## src/rtl/rv_core_pkg.sv

```systemverilog
`default_nettype none
// +----------------------------------------------------------------------+
// | Package : rv_core_pkg                                                |
// | Shared core constants and the register-file dump state encoding.     |
// | Revision: 1.0 - initial release                                      |
// +----------------------------------------------------------------------+
package rv_core_pkg;

  localparam int REG_ADDR_W = 5;
  localparam int XLEN       = 32;

  typedef enum logic [1:0] {
    IDLE  = 2'd0,
    FETCH = 2'd1,
    SEND  = 2'd2,
    DONE  = 2'd3
  } dump_state_e;

endpackage
`default_nettype wire

```

## src/rtl/rf_dump_reader.sv

```systemverilog
`default_nettype none
// +----------------------------------------------------------------------+
// | Module  : rf_dump_reader                                             |
// | Sweeps a register-file address range through an asynchronous read    |
// | port, streams (address, data) beats on valid/ready and keeps an XOR  |
// | checksum of every accepted beat.                                     |
// | Revision: 1.0 - initial release                                      |
// +----------------------------------------------------------------------+
module rf_dump_reader
  import rv_core_pkg::*;
#(
  parameter int ADDR_W  = REG_ADDR_W,
  parameter int DATA_W  = XLEN,
  parameter int ZERO_X0 = 1
) (
  input  logic              clk,
  input  logic              rst,
  input  logic              start,
  input  logic [ADDR_W-1:0] first_addr,
  input  logic [ADDR_W-1:0] last_addr,
  output logic              busy,
  output logic              done,
  output logic              err,
  output logic [ADDR_W-1:0] rf_addr,
  input  logic [DATA_W-1:0] rf_rdata,
  output logic              out_valid,
  input  logic              out_ready,
  output logic [ADDR_W-1:0] out_addr,
  output logic [DATA_W-1:0] out_data,
  output logic              out_last,
  output logic [DATA_W-1:0] checksum
);

  dump_state_e       r_state;
  dump_state_e       w_next;
  logic [ADDR_W-1:0] r_cur;
  logic [ADDR_W-1:0] r_last;
  logic              r_out_valid;
  logic [ADDR_W-1:0] r_out_addr;
  logic [DATA_W-1:0] r_out_data;
  logic              r_out_last;
  logic [DATA_W-1:0] r_checksum;
  logic              r_err;

  logic              w_range_ok;
  logic              w_fire;
  logic [DATA_W-1:0] w_word;

  assign w_range_ok = (first_addr <= last_addr);
  assign w_fire     = (r_state == SEND) && r_out_valid && out_ready;
  // x0 reads as zero architecturally even if the array cell holds junk
  assign w_word     = ((ZERO_X0 != 0) && (r_cur == '0)) ? '0 : rf_rdata;

  // State register
  always_ff @(posedge clk) begin
    if (rst) begin
      r_state <= IDLE;
    end else begin
      r_state <= w_next;
    end
  end

  // Next-state decode
  always_comb begin
    w_next = r_state;
    case (r_state)
      IDLE: begin
        if (start) begin
          w_next = w_range_ok ? FETCH : DONE;
        end
      end
      FETCH: w_next = SEND;
      SEND: begin
        if (w_fire) begin
          w_next = r_out_last ? DONE : FETCH;
        end
      end
      DONE:    w_next = IDLE;
      default: w_next = IDLE;
    endcase
  end

  // Range cursor, beat capture, checksum and error flag
  always_ff @(posedge clk) begin
    if (rst) begin
      r_cur       <= '0;
      r_last      <= '0;
      r_out_valid <= 1'b0;
      r_out_addr  <= '0;
      r_out_data  <= '0;
      r_out_last  <= 1'b0;
      r_checksum  <= '0;
      r_err       <= 1'b0;
    end else begin
      case (r_state)
        IDLE: begin
          if (start && w_range_ok) begin
            r_cur      <= first_addr;
            r_last     <= last_addr;
            r_checksum <= '0;
            r_err      <= 1'b0;
          end else if (start) begin
            r_err <= 1'b1;
          end
        end
        FETCH: begin
          r_out_data  <= w_word;
          r_out_addr  <= r_cur;
          r_out_last  <= (r_cur == r_last);
          r_out_valid <= 1'b1;
        end
        SEND: begin
          if (w_fire) begin
            r_checksum  <= r_checksum ^ r_out_data;
            r_out_valid <= 1'b0;
            // The final beat leaves the cursor alone, so a top-of-range
            // dump never wraps back to zero.
            if (!r_out_last) begin
              r_cur <= r_cur + ADDR_W'(1);
            end
          end
        end
        default: begin
        end
      endcase
    end
  end

  assign busy      = (r_state != IDLE);
  assign done      = (r_state == DONE);
  assign err       = r_err;
  // The cursor only moves on accept or after a beat, so it also holds
  // the last driven read address outside FETCH.
  assign rf_addr   = r_cur;
  assign out_valid = r_out_valid;
  assign out_addr  = r_out_addr;
  assign out_data  = r_out_data;
  assign out_last  = r_out_last;
  assign checksum  = r_checksum;

endmodule
`default_nettype wire
```

## config.mk

```make
export PLATFORM = sky130hd
export DESIGN_NAME = rf_dump_reader
export DESIGN_NICKNAME = d
export VERILOG_FILES = /design/src/rtl/rv_core_pkg.sv /design/src/rtl/rf_dump_reader.sv
export SDC_FILE = /design/constraint.sdc
export NUM_CORES = 1
export LEC_CHECK = 0
export CAP_MARGIN = 0
export CORE_MARGIN = 3
export CORE_UTILIZATION = 66
export CTS_BUF_LIST = sky130_fd_sc_hd__clkbuf_2 sky130_fd_sc_hd__clkbuf_4 sky130_fd_sc_hd__clkbuf_8
export CTS_CLUSTER_SIZE = 25
export DETAILED_ROUTE_END_ITERATION = 8
export DONT_BUFFER_PORTS = 1
export GPL_ROUTABILITY_DRIVEN = 1
export PLACE_DENSITY_LB_ADDON = 0.3
export SLEW_MARGIN = 20
export SYNTH_ARGS = -nofsm -noshare
export SYNTH_HDL_FRONTEND = slang
export SYNTH_SLANG_ARGS = --single-unit
```

## constraint.sdc

```tcl
create_clock -name clk -period 2.2 [get_ports clk]
set_input_delay 0.44 -clock clk [delete_from_list [all_inputs] [get_ports clk]]
set_output_delay 0.44 -clock clk [all_outputs]
set_load 0.05 [all_outputs]
```

==> results <==
-- final timing paths --
| path | start | slack (ps) | cells after the start | endpoint |
|---|---|---|---|---|
| max | rf_addr[0] | 270 | 7 | out_data[17] |
| min | rst | 150 | 1 | out_addr[4] |
| max reg2reg | rf_addr[0] | 270 | 7 | out_data[17] |
| min reg2reg | r_last[1] | 530 | 2 | r_last[1] |
-- registers in the layout, summed over array words and instances (netlist names) --
register / cells
out_valid: 1
out_addr: 5
r_last: 5
out_last: 1
checksum: 32
rf_addr: 5
out_data: 32
err: 1
r_state: 2
-- power by group through the flow --
stage,Clock (mW),Sequential (mW),Combinational [mW]
3_5_place_dp,0,1.78,0.538
4_1_cts,1.32,1.74,0.539
6_report,1.29,1.74,0.537
2_1_floorplan,0,1.82,0.435
3_3_place_gp,0,1.78,0.516
5_1_grt,1.38,1.75,0.593
-- per-layer routing --
metal | wire length, um | part of all wire [%] | vias to the layer above
met5 | 0 | 0 | -
met4 | 219 | 2.4 | 0
met2 | 4510 | 49 | 139
met3 | 860 | 9.3 | 24
li1 | - | - | 1524
met1 | 3620 | 39 | 1531
-- layout make-up --
cell class	instances	share of cell area, %
Inverter	7	0.628
Tap cell	72	2.15
Multi-Input combinational cell	301	47.8
Sequential cell	84	40.2
Clock buffer	13	4.13
Clock inverter	3	1.61
Timing Repair Buffer	18	3.53
-- worst max-delay path, delay by kind of cell, from the launching register on --
family / cells / cell delay (ps)
and+or+nand+nor: 3 / 810
buffers and inverters: 2 / 410
DFF: 1 / 340
adders and majority gates: 1 / 190
AOI/OAI and AO/OA: 1 / 100
-- Yosys cell counts, types with 8 or more instances --
cell type / n / area share [%]
dfxtp_1: 84 / 43
nor2_1: 44 / 4.2
a21oi_1: 43 / 5.5
clkbuf_1: 16 / 1.5
a22oi_1: 32 / 6.1
a21oi_2: 20 / 4.5
buf_2: 11 / 1.4
a311oi_2: 8 / 3.1
o21ai_2: 21 / 4.7
nand3b_1: 23 / 4.4
nand2_1: 44 / 4.2
-- kinds of logic (layout without fill, tap and decap cells) --
family	Yosys count	in the layout	share of synthesized area [%]
xor gates and xnor gates	5	5	1.12
muxes	7	7	1.79
buffers and inverters	42	41	6.07
AOI/OAI and AO/OA	143	143	28.1
DFF	84	84	42.9
adders and majority gates	7	7	2.24
and+or+nand+nor	139	139	17.8
==> impl_metrics.py <==
metrics = {
    "clock_network": {
        "hold_buffers": 0,
        "ctsResizeCount": 0,
        "post_cts_buffers": 0,
        "ctsHtreeMaxLevel": 3,
        "cts_tree": "done",
        "clockBufferDepth": 2,
        "cts.sinks": 84,
        "cts_root_buf": "clkbuf_8",
        "worstSkewPairLatency_ps": 360,
        "clkTransAtPathRegs_ps": 80,
        "cts_made_buffers": 9,
    },
    "logic_synthesis": {
        "synth_area_per_cell_um2": 9.17,
        "ys_warn_count": 0,
        "ys_seq_area_share_pct": 42.9,
        "yosysUniqueCellTypes": 43,
        "synth.ff_latch_count": 84,
        "async_reset_ff_share_pct": 0,
        "syn_inst": 427,
        "ys.flop_type": "dfxtp_1",
        "synthesis.area_um2": 3920,
        "synth.net_count": 480,
        "synth_edf_count": 0,
    },
    "grt": {
        "busiest_layer": "met2",
        "grt_max_degree": 85,
        "met1_usage_pct": 30.9,
        "grt_pass1_wl_um": 15500,
        "overflow": 0,
        "antenna_found_initial": 0,
        "gr-usage-met2_pct": 44.1,
        "grtUsageMet3_pct": 12.9,
        "grt_pass1_vias": 3201,
        "grt_usage_pct": 27.0,
    },
    "worst_setup_path": {
        "slowest_stage": "nor2_2",
        "crit_chain": "inv_1, ha_1, nor4b_1, nor2_2, buf_4, a22oi_1, nor2_1",
        "crit_required_ps": 2490,
        "worst_path_largest_cell_delay_ps": 530,
        "cp_max_fo": 17,
        "end_kind": "flip-flop",
        "start_kind": "flip-flop",
        "critical_path_class": "reg2reg",
        "crit_arrival_ps": 2220,
    },
    "place": {
        "io_buffers": 0,
        "placed_cell_area_um2": 3950,
        "gp_congestion": 0.800,
        "dp_hpwl_um": 6360,
        "place_inst": 482,
        "place_ws_ps": 127,
    },
    "pwr": {
        "power.leakage_nw": 1.44,
        "pwr-share-clk_pct": 36.2,
        "p_sw_share_pct": 30.1,
        "seqPwrFrac_pct": 48.8,
        "power_frac_comb_pct": 15.0,
        "power_mw": 3.57,
        "switching_power_mw": 1.08,
        "p_int_mw": 2.50,
        "peakVddDrop_uv": 590,
        "p_per_area_nw_per_um2": 854,
    },
    "floorplanning": {
        "ioPinCount": 125,
        "fp.dieArea_um2": 6890,
        "die_y_um": 83.0,
        "initial_utilization_pct": 69.8,
        "placementRows": 27,
        "die_w_um": 83.0,
        "core_area_um2": 5610,
    },
    "timing": {
        "timing.hold.ws_ps": 145,
        "tightest_slew_ps": 687,
        "setup_viol": 0,
        "skew_ps": 7.18,
        "fmax_mhz": 519,
        "layout_min_cycle_time_ps": 1930,
        "rsz0062_at_grt": "no",
        "finalSetupTns_ps": 0,
        "timing.final.ws_setup_ps": 275,
        "finalHoldViolations": 0,
        "maxSlewViolCount": 0,
        "slew_headroom_pct": 54.2,
        "finalCritPeriodShare_pct": 87.5,
    },
    "drt": {
        "drt_iter0_drc": 158,
        "vias_per_cell": 6.46,
        "drt_wl_total_um": 9210,
        "dr.pass1.iters": 5,
        "wl_per_cell_um": 18.5,
        "drc": 0,
        "antenna_left": 0,
        "vias": 3218,
    },
    "outcome": {
        "status": "finished clean",
    },
    "layout": {
        "postLayoutCellArea_um2": 4190,
        "fin_util_pct": 74.6,
        "final_cells": 498,
        "final_common_cell": "dfxtp_1",
        "diodes": 0,
        "area_growth_syn_to_layout_pct": 6.87,
        "drive_above_1_share_pct": 22.3,
        "seq_area_um2": 1680,
        "nets": 474,
        "final_cell_mix": "84 x dfxtp_1, 44 x nand2_1, 43 x nor2_1, 43 x a21oi_1, 32 x a22oi_1",
        "num-fill-cells": 430,
        "multi_input_area_um2": 2000,
    },
    "worst_hold_path": {
        "hold_class": "in2reg",
    },
    "run": {
        "max_cap_viol_count": 0,
    },
}
No activity file was read; power rests on OpenSTA's default activity.
==> RTL edit 1: new RTL, config.mk and constraints unchanged <==
The 4 states of `dump_state_e` get a one-hot encoding in 4 bits.
--- a/src/rtl/rv_core_pkg.sv
+++ b/src/rtl/rv_core_pkg.sv
@@ -10,9 +10,9 @@
   localparam int XLEN       = 32;
 
-  typedef enum logic [1:0] {
-    IDLE  = 2'd0,
-    FETCH = 2'd1,
-    SEND  = 2'd2,
-    DONE  = 2'd3
+  typedef enum logic [3:0] {
+    IDLE  = 4'b0001,
+    FETCH = 4'b0010,
+    SEND  = 4'b0100,
+    DONE  = 4'b1000
   } dump_state_e;
 
Function: same outputs for any inputs over 10 cycles, from zero or initial values and one cycle with rst high; not proved beyond that.
==> RTL edit 1 against the original RTL <==
Sequential cell count increased by 2; total power decreased by 11%; final area decreased by 1.2%; synthesized area decreased by 3.8%; cell count increased by 2.6%; routed wire length increased by 4.3%; first-iteration DRC count increased by 63%; critical path depth decreased by 1; count of clock-buffer cells in the layout decreased by 2; setup slack got worse by 0.097 ns; maximum frequency decreased by 4.8%; critical path type unchanged; largest cell class unchanged.
==> RTL edit 1: results (changes against the original RTL) <==
- Seq/Total Area, Yosys: 45.7% (+2.8 points)
- Fraction of synthesis flops using an asynchronous set or reset pin: 0% (unchanged)
- # diodes: 0 (unchanged)
- Largest net degree at the start of global routing: 88 (+3.5%)
- Maximum achievable frequency: 0.494 GHz (-4.8%)
- Biggest area contributors in the synthesized netlist: sky130_fd_sc_hd__dfxtp_1 (46%), sky130_fd_sc_hd__a21oi_1 (7.3%), sky130_fd_sc_hd__a22oi_1 (6.6%), sky130_fd_sc_hd__nor2_1 (5.4%), sky130_fd_sc_hd__o31ai_1 (3.4%)
- Distinct cell type count of the synthesized netlist: 43 (unchanged)
- Share of total power consumed by net switching: 28.1% (-2.0 points)
- Detailed placer's ending HPWL: 6630 um (+4.3%)
- Worst-Skew Late Latency: between 0.3 and 0.4 ns
- Placer Congestion: 0.821 (+2.6%)
- Max-slew headroom: 56.4% (+2.2 points)
- Post-CTS Repair Setup Buffers: 0 (unchanged)
- Critical path peak fanout: 23 (+6)
- Worst slack after detailed placement: 0.0488 ns (-0.0781 ns)
- Most numerous cell in the Yosys netlist: sky130_fd_sc_hd__dfxtp_1
- Initial antenna violation count: 0 (unchanged)
- Run status: completed
- Tot GR Track Use: 29.4% (+2.4 points)
- R2r setup slk: 0.18 ns (-0.10 ns)
- Total CTS buffers: 9 (unchanged)
- Vias in the first global route: 3141 (-1.9%)
- Layout cell share with drive strength beyond 1: 12.2% (-10 points)
- Clock Pin Slew Worst Setup and Hold Paths: 0.08 ns (about the same)
- CTS-repair resized insts: 0 (unchanged)
- Wirelength, routed: 9610 um (+4.3%)
- Worst-case clock skew: 0.00736 ns (+0.000182 ns)
- Clk Tree Root Cell: sky130_fd_sc_hd__clkbuf_8
- H-tree Lvls: 3 (unchanged)
- Global-route wire length before repair: 15200 um (-2.1%)
- Worst vdd ir: 0.000584 V (-1.0%)
- Worst min path class: in -> reg
- Worst reg2reg path depth: 6 (-1)
- Number of warnings reported in the yosys synthesis log: 0 (unchanged)
- Count of buffers inserted at the top-level ports: 0 (unchanged)
- Drt initial violations: 258 (+63%)
- Fillers: 385 (-10%)
- Static leakage: 0.00151 uW (+5.3%)
- Net Count, Synth: 482 (+0.42%)
- NumNets Final: 489 (+3.2%)
- Hold depth: 1 (unchanged)
- Max Root-Sink Buffers: 2 (unchanged)
- Signal arrival time at the worst endpoint: 2.31 ns (+0.09 ns)
- First drt pass iteration count: 5 (unchanged)
- Detail-routed via count per cell: 6.47 (about the same)
- Leading post-synthesis cells by instance count: sky130_fd_sc_hd__dfxtp_1 (86), sky130_fd_sc_hd__a21oi_1 (55), sky130_fd_sc_hd__nor2_1 (54), sky130_fd_sc_hd__a22oi_1 (33), sky130_fd_sc_hd__nand2_1 (30)
-- RTL edit 1: logic make-up (layout without fill, tap and decap cells) --
group | Yosys count | count (layout) | synth area share (%)
xor gates and xnor gates | 5 | 5 | 1.16
DFF | 86 | 86 | 45.7
buffers and inverters | 40 | 52 | 4.82
adders and majority gates | 7 | 7 | 2.33
AOI/OAI and AO/OA | 142 | 142 | 24.7
and+or+nand+nor | 149 | 149 | 21.3
-- RTL edit 1: area by class of cell --
| class | instances | area, sq um | share of cell area (%) |
|---|---|---|---|
| clock buffer | 11 | 139 | 3.36 |
| clock inverter | 5 | 60.1 | 1.45 |
| inverter | 9 | 33.8 | 0.817 |
| multi-input combinational | 303 | 1880 | 45.4 |
| sequential | 86 | 1720 | 41.6 |
| tap | 70 | 87.6 | 2.12 |
| timing repair buffer | 27 | 215 | 5.20 |
-- RTL edit 1: final timing paths --
path,start,endpoint
worst min register to register,r_last[4]$_SDFFE_PP0P_,r_last[4]$_SDFFE_PP0P_
worst max-delay path,r_state[3]$_SDFFE_PP0P_,rf_addr[2]$_SDFFE_PP0P_
worst min-delay path,rst,out_data[30]$_SDFFE_PP0P_
worst max register to register,r_state[3]$_SDFFE_PP0P_,rf_addr[2]$_SDFFE_PP0P_
-- RTL edit 1: per-layer routing --
metal / share of wire, % / global-route usage, % / vias up
met4: 2.2 / 13.9 / 0
met2: 49 / 47.5 / 154
li1: - / - / 1573
met5: 0 / 0 / -
met3: 8.5 / 8.22 / 21
met1: 40 / 36.2 / 1557
-- RTL edit 1: critical path, stage by stage, from the launching register on --
cell and delay, ns:
sky130_fd_sc_hd__dfxtp_1 0.32, sky130_fd_sc_hd__or4b_1 0.65, sky130_fd_sc_hd__buf_4 0.28, sky130_fd_sc_hd__nor3b_1 0.23, sky130_fd_sc_hd__a21oi_1 0.05, sky130_fd_sc_hd__or3_1 0.30, sky130_fd_sc_hd__a21oi_1 0.12
-- RTL edit 1: power by group through the flow --
stage	logic [uW]	clock network, uW	registers [uW]
3_3_place_gp	402	0	1690
5_1_grt	454	1200	1660
4_1_cts	419	1120	1650
3_5_place_dp	416	0	1690
2_1_floorplan	258	0	1730
6_report	423	1110	1650
-- RTL edit 1: through the flow --
step / power, uW / hold WS (ns) / instance area, sq um / utilization, % / instances
after global routing: 3310 / 0.133 / 4140 / 78.0 / 511
after CTS: 3190 / 0.136 / 4140 / 78.0 / 511
final: 3190 / 0.146 / 4140 / 78.0 / 511
after floorplan: 1990 / 0.465 / 3770 / - / 429
after detailed placement: 2100 / 0.484 / 3940 / 74.3 / 495
after global placement: 2090 / 0.461 / 3940 / 74.3 / 495
==> RTL edit 2: new RTL, config.mk and constraints unchanged <==
Made on the original files. `XLEN`: 32 -> 64.
--- a/src/rtl/rv_core_pkg.sv
+++ b/src/rtl/rv_core_pkg.sv
@@ -8,5 +8,5 @@
 
   localparam int REG_ADDR_W = 5;
-  localparam int XLEN       = 32;
+  localparam int XLEN       = 64;
 
   typedef enum logic [1:0] {
Interface: changed (resized checksum, out_data and rf_rdata); port bits go from 125 to 221. No check against the original RTL was run, so the function may have changed too.
==> RTL edit 2 against the original RTL <==
Synthesized area increased by 54%; die area is 49% higher; clock power up 71%; final area is 56% higher; sequential cell count is 64 higher; routed wire length rose by 72%; setup slack improved by 0.024 ns; sequential power rose by 71%; total power up 60%.
==> RTL edit 2: results (changes against the original RTL) <==
- Final Worst Setup Slack: 0.299 ns (+0.0240 ns)
- Biggest area contributors in the synthesized netlist: sky130_fd_sc_hd__dfxtp_1 (49%), sky130_fd_sc_hd__a22oi_1 (8.0%), sky130_fd_sc_hd__nor2_1 (7.5%), sky130_fd_sc_hd__nand2b_1 (5.0%), sky130_fd_sc_hd__a21oi_1 (4.7%)
- Fillers: 670 (+56%)
- Total CTS buffers: 17 (+8)
- FF-to-FF Start: r_state[1]$_SDFFE_PP0P_
- Tot GR Track Use: 29.4% (+2.4 points)
- Routing usage on met3: 12.8% (-0.087 points)
- Via total after detailed routing: 5255 (+63%)
- Worst-Skew Late Latency: 0.44 ns (+0.08 ns)
- Worst slack after detailed placement: 0.0257 ns (-0.101 ns)
- Synthesis-to-finish area growth: 8.40%
- Global-route wire length before repair: 24000 um (+55%)
- Slowest library cell on the worst path: sky130_fd_sc_hd__or3b_4
- Distinct cell type count of the synthesized netlist: 40 (-7.0%)
- Detailed placer's ending HPWL: 10900 um (+71%)
- Static leakage: 0.00239 uW (+66%)
- Worst vdd ir: 0.000523 V (-11%)
- Worst reg2reg path depth: 6 (-1)
- NumNets Final: 783 (+65%)
- Endpoint of the worst hold path: out_data[56]$_SDFFE_PP0P_
- Met1 global-route usage: 32.9% (+2.0 points)
- Seq/Total Area, Yosys: 49.2% (+6.3 points)
- Met2 usage in global routing: 49.8% (+5.7 points)
- Largest net degree at the start of global routing: 111 (+31%)
- Post-Place Cells: 787 (+63%)
- Area post-placement: 6110 sq um (+55%)
- Synthesized instance count: 710 (+66%)
- Worst-case clock skew: 0.0137 ns (+0.00656 ns)
- Run status: completed
- Net Count, Synth: 795 (+66%)
- Critical path peak fanout: 41 (+24)
-- RTL edit 2: cell types whose count changed after synthesis, moves of 23 or more --
cell                       delta
sky130_fd_sc_hd__dfxtp_1     +64
sky130_fd_sc_hd__nand2b_1    +46
sky130_fd_sc_hd__a22oi_1     +32
sky130_fd_sc_hd__o21ai_0     +51
sky130_fd_sc_hd__o21ai_1     +53
sky130_fd_sc_hd__nand2_1     -26
sky130_fd_sc_hd__nor2_1      +77
sky130_fd_sc_hd__nand3b_1    -23
-- RTL edit 2: where the power goes --
| part | switching (uW) | internal, uW | leakage, uW |
|---|---|---|---|
| clock | 1140 | 1070 | 0.000212 |
| combinational | 367 | 188 | 0.000979 |
| sequential | 236 | 2740 | 0.00119 |
| total | 1740 | 4000 | 0.00239 |
-- RTL edit 2: per-layer routing --
metal / part of all wire [%] / vias up / wire (um)
li1: - / 2470 / -
met1: 37 / 2521 / 5930
met2: 50 / 237 / 8000
met3: 10 / 27 / 1620
met4: 2.0 / 0 / 312
met5: 0 / - / 0
-- RTL edit 2: worst max-delay path, delay by kind of cell (launching register included) --
kind            cells  cell delay (ns)
compound gates      3             0.37
flops               1             0.41
buf+inv             1             0.20
simple gates        2             0.80
-- RTL edit 2: cell type report --
cell class	count	area share, %
clock inverters	15	2.86
well taps	108	2.07
flip-flops and latches	148	45.4
multi-input cells	499	42.5
inverters	8	0.460
repair buffers	24	3.14
clock buffers	17	3.59
-- RTL edit 2: cells by family (layout without fill, tap and decap cells) --
group,count (synthesis),after routing,share of synthesized area (%)
AO/OA/AOI/OAI,244,244,24.0
XOR/XNOR,6,6,0.873
adder cells (fa/ha/maj),7,7,1.45
buffers and inverters,63,64,4.90
flip-flops,148,148,49.2
multiplexers,6,6,0.998
AND/OR/NAND/NOR,236,236,18.6
